File: config.mk
export PLATFORM = sky130hd
export DESIGN_NAME = ram_sp_arbiter
export DESIGN_NICKNAME = d
export VERILOG_FILES = /design/src/rtl/ram_sp_arbiter.sv
export SDC_FILE = /design/constraint.sdc
export NUM_CORES = 1
export LEC_CHECK = 0
export CAP_MARGIN = 30
export CORE_AREA = 3 3 88 90
export DETAILED_ROUTE_END_ITERATION = 8
export DIE_AREA = 0 0 91 93
export HOLD_SLACK_MARGIN = 0.08
export PLACE_DENSITY = 0.77
export SYNTH_ARGS = -nofsm -noshare
export SYNTH_HDL_FRONTEND = slang
export SYNTH_SLANG_ARGS = --single-unit
File: constraint.sdc
create_clock -name i_clk -period 5.5 [get_ports i_clk]
set_input_delay 0.825 -clock i_clk [delete_from_list [all_inputs] [get_ports i_clk]]
set_output_delay 0.825 -clock i_clk [all_outputs]
set_load 0.01 [all_outputs]
File: src/rtl/ram_sp_arbiter.sv
// Two-port round-robin arbiter in front of a single-port write-first RAM, with bounded
// locking for atomic sequences and owner-tagged read return. Macro: RAM_SP_ARBITER_FIXED_PRIO_EN.
module ram_sp_arbiter #(
  parameter int WORD_BIT_WIDTH      = 32,
  parameter int WORD_ADDR_BIT_WIDTH = 3,
  parameter int USE_RAM_OUTPUT_REG  = 1,
  parameter int MAX_LOCK_LEN        = 16
) (
  input  logic                             i_clk,
  input  logic                             i_async_rst_n,
  input  logic                             i_a_req,
  input  logic                             i_a_we,
  input  logic                             i_a_lock,
  input  logic [WORD_ADDR_BIT_WIDTH-1:0]   i_a_word_addr,
  input  logic [WORD_BIT_WIDTH-1:0]        i_a_wr_data,
  input  logic [WORD_BIT_WIDTH/8-1:0]      i_a_wr_byte_en,
  input  logic                             i_b_req,
  input  logic                             i_b_we,
  input  logic                             i_b_lock,
  input  logic [WORD_ADDR_BIT_WIDTH-1:0]   i_b_word_addr,
  input  logic [WORD_BIT_WIDTH-1:0]        i_b_wr_data,
  input  logic [WORD_BIT_WIDTH/8-1:0]      i_b_wr_byte_en,
  output logic                             o_a_gnt,
  output logic                             o_a_rd_vld,
  output logic [WORD_BIT_WIDTH-1:0]        o_a_rd_data,
  output logic                             o_b_gnt,
  output logic                             o_b_rd_vld,
  output logic [WORD_BIT_WIDTH-1:0]        o_b_rd_data,
  output logic                             o_ram_we,
  output logic [WORD_ADDR_BIT_WIDTH-1:0]   o_ram_word_addr,
  output logic [WORD_BIT_WIDTH-1:0]        o_ram_wr_data,
  output logic [WORD_BIT_WIDTH/8-1:0]      o_ram_wr_byte_en,
  input  logic [WORD_BIT_WIDTH-1:0]        i_ram_rd_data,
  output logic [1:0]                       o_dbg_state
);

  // Handshake: a port raises req and holds its command until gnt is seen high in the same
  // cycle; gnt doubles as the write ack, and a granted read returns RD_LAT cycles later.
  localparam int RD_LAT = 1 + USE_RAM_OUTPUT_REG;
  localparam int CNT_W  = $clog2(MAX_LOCK_LEN + 1);

  localparam logic [1:0] IDLE   = 2'd0;
  localparam logic [1:0] LOCK_A = 2'd1;
  localparam logic [1:0] LOCK_B = 2'd2;

  logic [1:0]       state, state_nxt;
  logic [CNT_W-1:0] lock_cnt, lock_cnt_nxt;
  logic             gnt_a, gnt_b;
  logic [RD_LAT-1:0] pipe_vld, pipe_own;
`ifndef RAM_SP_ARBITER_FIXED_PRIO_EN
  logic             last_gnt; // 1 = B was granted last
`endif

  // Grants are gated by reset so every output sits at 0 while reset is held.
  always_comb begin
    gnt_a = 1'b0;
    gnt_b = 1'b0;
    if (i_async_rst_n) begin
      case (state)
        LOCK_A: gnt_a = i_a_req;
        LOCK_B: gnt_b = i_b_req;
        default: begin
          if (i_a_req && i_b_req) begin
`ifdef RAM_SP_ARBITER_FIXED_PRIO_EN
            gnt_a = 1'b1;
`else
            gnt_a = last_gnt;
            gnt_b = ~last_gnt;
`endif
          end else begin
            gnt_a = i_a_req;
            gnt_b = i_b_req;
          end
        end
      endcase
    end
  end

  always_comb begin
    state_nxt    = state;
    lock_cnt_nxt = lock_cnt;
    case (state)
      IDLE: begin
        if (gnt_a && i_a_lock) begin
          state_nxt    = LOCK_A;
          lock_cnt_nxt = CNT_W'(1);
        end else if (gnt_b && i_b_lock) begin
          state_nxt    = LOCK_B;
          lock_cnt_nxt = CNT_W'(1);
        end
      end
      LOCK_A: begin
        // This grant would bring the count to MAX_LOCK_LEN: release is forced.
        if (!i_a_req || !i_a_lock || lock_cnt == CNT_W'(MAX_LOCK_LEN - 1)) begin
          state_nxt    = IDLE;
          lock_cnt_nxt = '0;
        end else begin
          lock_cnt_nxt = lock_cnt + CNT_W'(1);
        end
      end
      LOCK_B: begin
        if (!i_b_req || !i_b_lock || lock_cnt == CNT_W'(MAX_LOCK_LEN - 1)) begin
          state_nxt    = IDLE;
          lock_cnt_nxt = '0;
        end else begin
          lock_cnt_nxt = lock_cnt + CNT_W'(1);
        end
      end
      default: begin
        state_nxt    = IDLE;
        lock_cnt_nxt = '0;
      end
    endcase
  end

  always_ff @(posedge i_clk or negedge i_async_rst_n) begin
    if (!i_async_rst_n) begin
      state    <= IDLE;
      lock_cnt <= '0;
    end else begin
      state    <= state_nxt;
      lock_cnt <= lock_cnt_nxt;
    end
  end

`ifndef RAM_SP_ARBITER_FIXED_PRIO_EN
  // Any release of a lock leaves last_gnt on the lock owner, so the other port wins the next tie.
  always_ff @(posedge i_clk or negedge i_async_rst_n) begin
    if (!i_async_rst_n) begin
      last_gnt <= 1'b1;
    end else if (gnt_a) begin
      last_gnt <= 1'b0;
    end else if (gnt_b) begin
      last_gnt <= 1'b1;
    end
  end
`endif

  always_ff @(posedge i_clk or negedge i_async_rst_n) begin
    if (!i_async_rst_n) begin
      pipe_vld <= '0;
      pipe_own <= '0;
    end else begin
      pipe_vld[0] <= (gnt_a & ~i_a_we) | (gnt_b & ~i_b_we);
      pipe_own[0] <= gnt_b;
      for (int i = 1; i < RD_LAT; i++) begin
        pipe_vld[i] <= pipe_vld[i-1];
        pipe_own[i] <= pipe_own[i-1];
      end
    end
  end

  assign o_a_gnt          = gnt_a;
  assign o_b_gnt          = gnt_b;
  assign o_ram_we         = (gnt_a & i_a_we) | (gnt_b & i_b_we);
  assign o_ram_word_addr  = gnt_a ? i_a_word_addr  : (gnt_b ? i_b_word_addr  : '0);
  assign o_ram_wr_data    = gnt_a ? i_a_wr_data    : (gnt_b ? i_b_wr_data    : '0);
  assign o_ram_wr_byte_en = gnt_a ? i_a_wr_byte_en : (gnt_b ? i_b_wr_byte_en : '0);
  assign o_a_rd_vld       = pipe_vld[RD_LAT-1] & ~pipe_own[RD_LAT-1];
  assign o_b_rd_vld       = pipe_vld[RD_LAT-1] &  pipe_own[RD_LAT-1];
  assign o_a_rd_data      = i_ram_rd_data;
  assign o_b_rd_data      = i_ram_rd_data;
  assign o_dbg_state      = state;

endmodule

== Word-level counts from Yosys, hierarchy flattened ==
Cells that the tools add are included.

* Flip-flop bits (word level): 12
* Input bits: 118
* Output and inout bits: 110

* Add/subtract/negate cells: 1
* Eq/ne operators: 6
* Muxes and demuxes: 24
* Bitwise gates (word level): 12
* Reduce and logical (&&, ||, !) cells: 14

{| class="wikitable"
|+ Operators by type and width
! kind !! count
|-
| $mux W32 || 2
|-
| $mux W5 || 4
|-
| $pmux W5 S3 || 1
|-
| $mux W2 || 4
|-
| $mux W4 || 2
|-
| $and A1 B1 Y1 || 6
|-
| $mux W1 || 6
|-
| $mux W3 || 2
|-
| $pmux W2 S3 || 1
|-
| $add A5 B1 Y5 const B || 1
|-
| $eq A5 B4 Y1 const B || 1
|-
| $logic_not A1 Y1 || 4
|-
| $logic_or A1 B1 Y1 || 4
|-
| $ne A2 B2 Y1 const B || 2
|-
| $not A1 Y1 || 4
|-
| $pmux W1 S2 || 2
|-
| $logic_and A1 B1 Y1 || 3
|-
| $ne A3 B3 Y1 const B || 1
|-
| $reduce_and A3 Y1 || 1
|-
| $eq A2 B1 Y1 const B || 1
|-
| $eq A2 B2 Y1 const B || 1
|-
| $logic_not A2 Y1 || 1
|-
| $or A1 B1 Y1 || 2
|-
| $reduce_bool A2 Y1 || 1
|}

== Logic depth before layout (Yosys ltp) ==
Gate-level depths: netlist of run 1.

* Depth after elaboration: 8
* Gate-level depth with buffers: 8
* Mapped depth without buffers: 7

== Worst setup path before layout of run 1 ==
OpenSTA, ideal clock, no wires.

* Kind: flip-flop to output port
* Start point: register state[0] (netlist: o_dbg_state[0])
* End point: output port o_ram_wr_byte_en[0]
* Arrival: 1.955 ns
* Data required time: 4.675 ns
* Path slack: 2.720 ns
* Cell stages (with the launch flop): 9
* Path buffers: 2
* Path through: dfrtp_1 > inv_1 > ha_1 > and2b_1 > nor3_4 > nor2_1 > buf_4 > buf_2 > a22o_1

* Cells in the longest elaborated chain, start to end: 5
* Elaborated cells between the ends (all ways): 8
* Those cells by class: 2 x eq/ne; 6 x mux

{| class="wikitable"
|+ Ends and longest elaborated chain
! item !! line !! RTL
|-
| from (decl) || 46 || <nowiki>logic [1:0] state, state_nxt;</nowiki>
|-
| from (signal assigned) || 121 || <nowiki>state <= state_nxt;</nowiki>
|-
| $eq A2 B2 Y1 or $eq A2 B1 Y1 (tied branches) || 59 || <nowiki>case (state)</nowiki>
|-
| $pmux W1 S2 || 59 ||
|-
| $mux W1 || 58 || <nowiki>if (i_async_rst_n) begin</nowiki>
|-
| $mux W4 || 158 || <nowiki>assign o_ram_wr_byte_en = gnt_a ? i_a_wr_byte_en : (gnt_b ? i_b_wr_byte_en : '0);</nowiki>
|-
| $mux W4 (*) || 158 ||
|-
| to (decl) || 32 || <nowiki>output logic [WORD_BIT_WIDTH/8-1:0] o_ram_wr_byte_en,</nowiki>
|}

Mark *: on every way between the ends. The rest lies on a longest branch, timed or not.

== Final worst setup path of run 1 ==
* Start point: input port i_async_rst_n
* End point: output port o_ram_wr_data[31]

* Cells in the longest elaborated chain, start to end: 3
* Elaborated cells between the ends (all ways): 4
* Those cells by class: 4 x mux

{| class="wikitable"
|+ Ends and longest elaborated chain
! item !! line !! RTL
|-
| from (decl) || 10 || <nowiki>input logic i_async_rst_n,</nowiki>
|-
| $mux W1 || 58 ||
|-
| $mux W32 || 157 || <nowiki>assign o_ram_wr_data = gnt_a ? i_a_wr_data : (gnt_b ? i_b_wr_data : '0);</nowiki>
|-
| $mux W32 (*) || 157 ||
|-
| to (decl) || 31 || <nowiki>output logic [WORD_BIT_WIDTH-1:0] o_ram_wr_data,</nowiki>
|}

Marked as above.

==> results of run 1 <==
routing by layer:
metal	track usage (%)	part of all wire, %
met4	3.141	0.86
met1	16.51	40
met2	22.75	47
met5	0	0
met3	6.275	12
power by group:
group	internal, mW	switching [mW]	total (mW)
sequential	0.116	0.0227	0.138
clock	0.0634	0.0355	0.0989
combinational	0.341	0.275	0.615
critical path, delay by kind of cell:
kind                   cells  cell delay (ns)
buffers and inverters      3             1.86
AND/OR/NAND/NOR            2             0.46
AO/OA/AOI/OAI              1             0.28
sequential cells by signal, indices dropped and copies added, names as in the netlist:
signal,count
last_gnt,1
lock_cnt,5
o_dbg_state,2
pipe_own,2
pipe_vld,2
kinds of logic after synthesis:
family / count (synthesis) / synth area share (%)
adders and majority gates: 7 / 5.435
and+or+nand+nor: 29 / 12.35
AOI/OAI and AO/OA: 54 / 28.42
DFF: 12 / 18.71
buffers and inverters: 81 / 34.16
muxes: 1 / 0.9314
cell usage after synthesis, types with 3 or more instances:
cell	n	area share [%]
buf_4	65	30
a22o_1	40	22
dfrtp_1	11	17
inv_1	9	2.1
ha_1	7	5.4
clkbuf_1	5	1.2
a21oi_1	4	1.2
nand3_1	4	1.2
nand2_1	3	0.70
nand4b_1	3	1.6
nor2_1	3	0.70
o21ai_0	3	0.93
worst paths after layout:
check / endpoint / depth (start not counted)
setup / recovery: o_ram_wr_data[31] / 6
hold / removal: pipe_vld[1] / 0
setup reg to reg: lock_cnt[4] / 6
hold reg to reg: pipe_vld[1] / 0
max in group asynchronous: pipe_own[0] / 1
min in group asynchronous: o_dbg_state[0] / 1
area by class of cell:
class                   count  share of cell area, %
multi-input cells          91                  29.28
inverters                   9                  1.298
clock buffers               4                  2.115
well taps                  99                  4.760
flip-flops and latches     12                  11.59
repair buffers            133                  50.96
per-stage QoR:
| step | instances | setup WS (ns) |
|---|---|---|
| final | 348 | 1.196 |
| after global routing | 348 | 0.9607 |
| after CTS | 348 | 1.133 |
| after detailed placement | 344 | 1.133 |
| after global placement | 344 | 1.207 |
| after floorplan | 184 | 2.720 |
==> load_flow_metrics.sql, run 1 <==
INSERT INTO impl_metrics (metric_group, metric, value, unit) VALUES
('synthesis', 'post_synth_inst_count', '184', ''),
('clock_tree', 'bufs_on_longest_clock_path', '2', ''),
('global_routing', 'grt_pass1_wl', '9163', 'um'),
('placement', 'port_buffers', '131', ''),
('finish', 'layout.cell_area.non_filler', '0.002603', 'mm2'),
('synthesis', 'syn_avg_cell_area', '8.758', 'um2'),
('worst_hold_path', 'holdCritStartpoint', 'pipe_vld[0]', ''),
('pwr', 'ir_drop', '0.0001259', 'V'),
('route', 'wl_per_cell', '18.28', 'um'),
('worst_setup_path', 'regToRegSetupSlack', '3.41', 'ns'),
('worst_hold_path', 'min_path_type', 'reg2reg', ''),
('synthesis', 'yosys_warnings', '0', ''),
('global_routing', 'first_global_vias', '1641', ''),
('pwr', 'power.density', '327.6', 'mW/mm2'),
('worst_setup_path', 'worst_setup_path_startpoint', 'i_async_rst_n', ''),
('route', 'ant_nets', '0', ''),
('route', 'drc', '0', ''),
('route', 'drt_pre_antenna_iters', '4', ''),
('worst_setup_path', 'cp.required', '4.68', 'ns'),
('worst_setup_path', 'start_kind', 'primary input', ''),
('floorplanning', 'die-height', '93', 'um'),
('finish', 'final_core_utilization', '36.47', '%'),
('timing', 'final-max-slew-violation-count', '0', ''),
('synthesis', 'ys_ff_latch', '12', ''),
('synthesis', 'synth.net_count', '309', ''),
('synthesis', 'ys.flop_type', 'dfrtp_1', ''),
('worst_setup_path', 'slowest_cell_on_the_critical_path', 'clkdlybuf4s50_1', ''),
('clock_tree', 'clock_latency', '0.25', 'ns'),
('run', 'drv_cap', '0', ''),
('global_routing', 'initial_antenna_violation_count', '0', ''),
('timing', 'final.setup_skew', '0.005364', 'ns'),
('timing', 'finalSetupTns', '0', 'ns'),
('floorplanning', 'coreArea', '0.007137', 'mm2'),
('worst_setup_path', 'critical_path.reg2reg.startpoint', 'o_dbg_state[0]', ''),
('floorplanning', 'start_util', '22.58', '%'),
('synthesis', 'netlist-cell-type-count', '34', ''),
('pwr', 'total_leakage_power', '1.025', 'nW'),
('finish', 'area.sequential', '301.5', 'um2'),
('finish', 'most_common_cell_after_layout_fill_and_taps_aside', 'clkdlybuf4s50_1', ''),
('timing', 'finalSetupViolCount', '0', ''),
('global_routing', 'grt_max_degree', '45', ''),
('placement', 'placedInstanceArea', '0.002547', 'mm2'),
('floorplanning', 'die_w', '91', 'um'),
('clock_tree', 'ctsHoldBuffers', '0', ''),
('worst_setup_path', 'worstSetupEndpointType', 'primary output', ''),
('global_routing', 'grt_overflow', '0', ''),
('global_routing', 'global_route.usage.total', '13.82', '%'),
('timing', 'worst-slew-pin-transition', '0.6269', 'ns'),
('synthesis', 'synth_area', '0.001612', 'mm2'),
('finish', 'multi_input_area', '762.0', 'um2'),
('placement', 'hpwl', '5412', 'um'),
('clock_tree', 'post_cts.resized_instances', '0', ''),
('timing', 'final.period_utilization', '78.25', '%'),
('outcome', 'status', 'finished, final reports clean', ''),
('clock_tree', 'tritoncts', 'yes', ''),
('worst_setup_path', 'critical_path.cell_chain', 'clkdlybuf4s50_1, nand2_1, nor3_4, buf_4, a22o_1, clkdlybuf4s50_1', ''),
('timing', 'clock.fmax', '0.2323', 'GHz'),
('placement', 'rd_place_congestion', '0.8182', ''),
('finish', 'layout-drive-gt1-share', '6.426', '%'),
('synthesis', 'postSynth.asyncResetShare', '100.0', '%'),
('worst_setup_path', 'cp_common_cell', 'clkdlybuf4s50_1', ''),
('clock_tree', 'cts_max_level', '1', ''),
('timing', 'final_hold_viol_count', '0', ''),
('finish', 'antenna_cells', '0', ''),
('worst_setup_path', 'worst-endpoint-arrival', '3.48', 'ns'),
('synthesis', 'synth.yosys.seq_area_share', '18.71', '%'),
('route', 'num_vias', '1576', ''),
('timing', 'final.hold.worst_slack', '0.3601', 'ns'),
('finish', 'layout.cells.most_common_list', 'clkdlybuf4s50_1 (131), a22o_1 (40), dfrtp_1 (11)', ''),
('floorplanning', 'top_level_ports', '228', ''),
('clock_tree', 'cts.root.buffer_cell', 'clkbuf_8', '');
Power figures use the tool's default switching activity.
==> run 2, diff against run 1 <==
--- a/config.mk
+++ b/config.mk
@@ -6,11 +6,11 @@
 export NUM_CORES = 1
 export LEC_CHECK = 0
 export CAP_MARGIN = 30
-export CORE_AREA = 3 3 88 90
+export CORE_AREA = 3 3 87 89
 export DETAILED_ROUTE_END_ITERATION = 8
-export DIE_AREA = 0 0 91 93
+export DIE_AREA = 0 0 90 92
 export HOLD_SLACK_MARGIN = 0.08
-export PLACE_DENSITY = 0.77
+export PLACE_DENSITY = 0.78
 export SYNTH_ARGS = -nofsm -noshare
 export SYNTH_HDL_FRONTEND = slang
 export SYNTH_SLANG_ARGS = --single-unit
==> constraint.sdc (replaced) <==
create_clock -name i_clk -period 4.3 [get_ports i_clk]
set_input_delay 0.645 -clock i_clk [delete_from_list [all_inputs] [get_ports i_clk]]
set_output_delay 0.645 -clock i_clk [all_outputs]
set_load 0.01 [all_outputs]
==> run 2 against run 1 <==
  * Worst hold slack got worse by 0.0053 ns
  * Setup slack worse by 0.50 ns
  * Clock skew increased by 0.00075 ns
  * Largest cell class unchanged
==> load_flow_metrics.sql, run 2 (synthesis results as in run 1) <==
INSERT INTO impl_metrics (metric_group, metric, value, unit) VALUES
('timing', 'final.setup_skew', '0.006115', 'ns'),
('route', 'postRouteWirelength', '6598', 'um'),
('worst_setup_path', 'timing_worst_setup_path_type', 'in2out', ''),
('worst_setup_path', 'start_kind', 'primary input', ''),
('clock_tree', 'cts_max_level', '1', ''),
('timing', 'worst-slew-pin-transition', '0.4518', 'ns'),
('floorplanning', 'die-height', '92', 'um'),
('timing', 'max_slew_margin', '69.88', '%'),
('floorplanning', 'die_w', '90', 'um'),
('worst_setup_path', 'worstSetupEndpointType', 'primary output', ''),
('timing', 'finalSetupTns', '0', 'ns'),
('route', 'wl_per_cell', '19.01', 'um'),
('finish', 'registers.top_by_ff_count', 'lock_cnt', ''),
('timing', 'final-max-slew-violation-count', '0', ''),
('clock_tree', 'clock_latency', '0.24', 'ns'),
('timing', 'final.period_utilization', '83.74', '%'),
('finish', 'areaGrowthSynthToFinish', '61.26', '%'),
('placement', 'port_buffers', '131', ''),
('clock_tree', 'cts_post_setup_buffers_inserted', '0', ''),
('clock_tree', 'cts.root.buffer_cell', 'clkbuf_8', ''),
('global_routing', 'grt_pass1_wl', '9563', 'um'),
('route', 'initial_detailed_routing_violation_count', '52', ''),
('route', 'via_per_inst', '4.597', ''),
('clock_tree', 'numCtsBuffers', '3', ''),
('finish', 'finalNetCount', '376', ''),
('outcome', 'status', 'finished, final reports clean', ''),
('clock_tree', 'ctsHoldBuffers', '0', ''),
('worst_setup_path', 'cp.required', '3.65', 'ns'),
('route', 'drt_pre_antenna_iters', '4', ''),
('worst_setup_path', 'slowest_cell_on_the_critical_path', 'clkdlybuf4s50_1', ''),
('placement', 'dp_slack', '0.6880', 'ns'),
('clock_tree', 'clk_transition_reported_paths', '0.05', 'ns'),
('timing', 'setup_repair_after_global_routing_missed_its_margin', 'false', ''),
('route', 'ant_nets', '0', ''),
('clock_tree', 'post_cts.resized_instances', '0', ''),
('placement', 'hpwl', '5766', 'um'),
('timing', 'clock.fmax', '0.2777', 'GHz'),
('global_routing', 'grt_overflow', '0', ''),
('timing', 'final.hold.worst_slack', '0.3548', 'ns'),
('finish', 'layout-drive-gt1-share', '6.400', '%'),
('worst_setup_path', 'cp.buffers_inverters', '3', ''),
('route', 'drc', '0', ''),
('finish', 'stdcell_count', '347', ''),
('global_routing', 'first_global_vias', '1698', ''),
('finish', 'layout.cells.most_common_list', 'clkdlybuf4s50_1 (131), a22o_1 (40), dfrtp_1 (11)', ''),
('timing', 'post-route-worst-setup-slack', '0.6990', 'ns'),
('floorplanning', 'coreArea', '0.006832', 'mm2'),
('worst_setup_path', 'worst_path_largest_cell_delay', '0.62', 'ns'),
('floorplanning', 'top_level_ports', '228', ''),
('global_routing', 'global_route.usage.total', '14.86', '%'),
('worst_setup_path', 'worst-endpoint-arrival', '2.96', 'ns'),
('clock_tree', 'tritoncts', 'yes', ''),
('worst_setup_path', 'critical_path.cell_chain', 'clkdlybuf4s50_1, nand2_1, nor3_4, buf_4, a22o_1, clkdlybuf4s50_1', ''),
('timing', 'timing.final.crit_period', '3.601', 'ns'),
('pwr', 'power.density', '411.0', 'mW/mm2'),
('worst_setup_path', 'critical_path.reg2reg.startpoint', 'o_dbg_state[0]', ''),
('pwr', 'ir_drop', '0.0001361', 'V'),
('worst_setup_path', 'regToRegSetupSlack', '2.17', 'ns'),
('floorplanning', 'die-area', '0.008280', 'mm2'),
('worst_setup_path', 'ff2ff_path_depth', '6', ''),
('global_routing', 'initial_antenna_violation_count', '1', ''),
('timing', 'final_hold_viol_count', '0', ''),
('pwr', 'total_leakage_power', '1.024', 'nW'),
('run', 'drv_cap', '0', ''),
('finish', 'largest_register_ffs', '5', ''),
('timing', 'finalSetupViolCount', '0', ''),
('worst_hold_path', 'min_path_type', 'reg2reg', ''),
('floorplanning', 'start_util', '23.59', '%'),
('clock_tree', 'numClockSinks', '12', ''),
('worst_hold_path', 'min_delay_path_depth', '0', ''),
('worst_setup_path', 'critical_path.top_delay_family', 'buffers and inverters', ''),
('placement', 'rd_place_congestion', '0.8152', ''),
('worst_setup_path', 'critical_path.max_fanout', '44', ''),
('global_routing', 'grt_max_degree', '45', ''),
('worst_hold_path', 'hold_end', 'pipe_vld[1]', ''),
('floorplanning', 'std_cell_rows', '30', ''),
('worst_hold_path', 'holdCritStartpoint', 'pipe_vld[0]', ''),
('placement', 'placedCellCount', '342', ''),
('finish', 'most_common_cell_after_layout_fill_and_taps_aside', 'clkdlybuf4s50_1', ''),
('worst_setup_path', 'timing.rr.end', 'lock_cnt[4]', ''),
('clock_tree', 'bufs_on_longest_clock_path', '2', ''),
('worst_setup_path', 'cp_common_cell', 'clkdlybuf4s50_1', ''),
('route', 'num_vias', '1595', '');
==> run 2: cell types whose count changed in the layout (fill, tap and decap cells not counted), sizes merged <==
cell   delta
buf       +1
diode     +1
==> run 2: area by class of cell <==
class	count	area, um2
Tap cell	96	120.1
Antenna cell	1	2.502
Multi-Input combinational cell	91	762.0
Clock buffer	4	45.04
Sequential cell	12	301.5
Timing Repair Buffer	134	1334
Inverter	9	33.78
Fill cell	703	4233
==> run 2: worst max-delay path by stage <==
| stage | from | endpoint | slack [ns] | depth (start not counted) |
|---|---|---|---|---|
| floorplan | o_dbg_state[0] | o_ram_wr_byte_en[0] | 1.70 | 8 |
| global placement | i_async_rst_n | o_ram_wr_data[25] | 0.73 | 6 |
| detailed placement | i_async_rst_n | o_ram_wr_byte_en[3] | 0.69 | 6 |
| CTS | i_async_rst_n | o_ram_wr_data[25] | 0.67 | 6 |
| global route | i_async_rst_n | o_ram_wr_byte_en[3] | 0.51 | 6 |
| finish | i_async_rst_n | o_ram_wr_byte_en[3] | 0.70 | 6 |
==> run 2: per-layer routing <==
metal	GRT usage [%]	wire, um	part of all wire (%)	vias to the layer above
li1	-	-	-	733
met1	15.39	2250	34	726
met2	26.76	3475	53	128
met3	7.137	777	12	8
met4	4.082	95	1.4	0
met5	0	0	0	-
==> run 2: worst register-to-register path: cells and delay by family, from the launching register on <==
kind | cells | cell delay [ns]
muxes | 1 | 0.30
AOI/OAI and AO/OA | 1 | 0.41
DFF | 1 | 0.40
adders and majority gates | 1 | 0.38
buffers and inverters | 1 | 0.12
and+or+nand+nor | 2 | 0.41
==> run 2: report_power, final <==
part           leakage [nW]  internal, mW  switching (mW)
combinational         0.844         0.436           0.349
sequential            0.157         0.148          0.0284
clock                0.0228        0.0653          0.0416
==> run 2: metrics by stage <==
stage | power [mW] | area [um2] | utilization [%]
2_1_floorplan | 0.6324 | 1612 | -
3_3_place_gp | 0.9610 | 2551 | 37.34
3_5_place_dp | 0.9731 | 2551 | 37.34
4_1_cts | 1.085 | 2596 | 38.00
5_1_grt | 1.142 | 2599 | 38.04
6_report | 1.068 | 2599 | 38.04
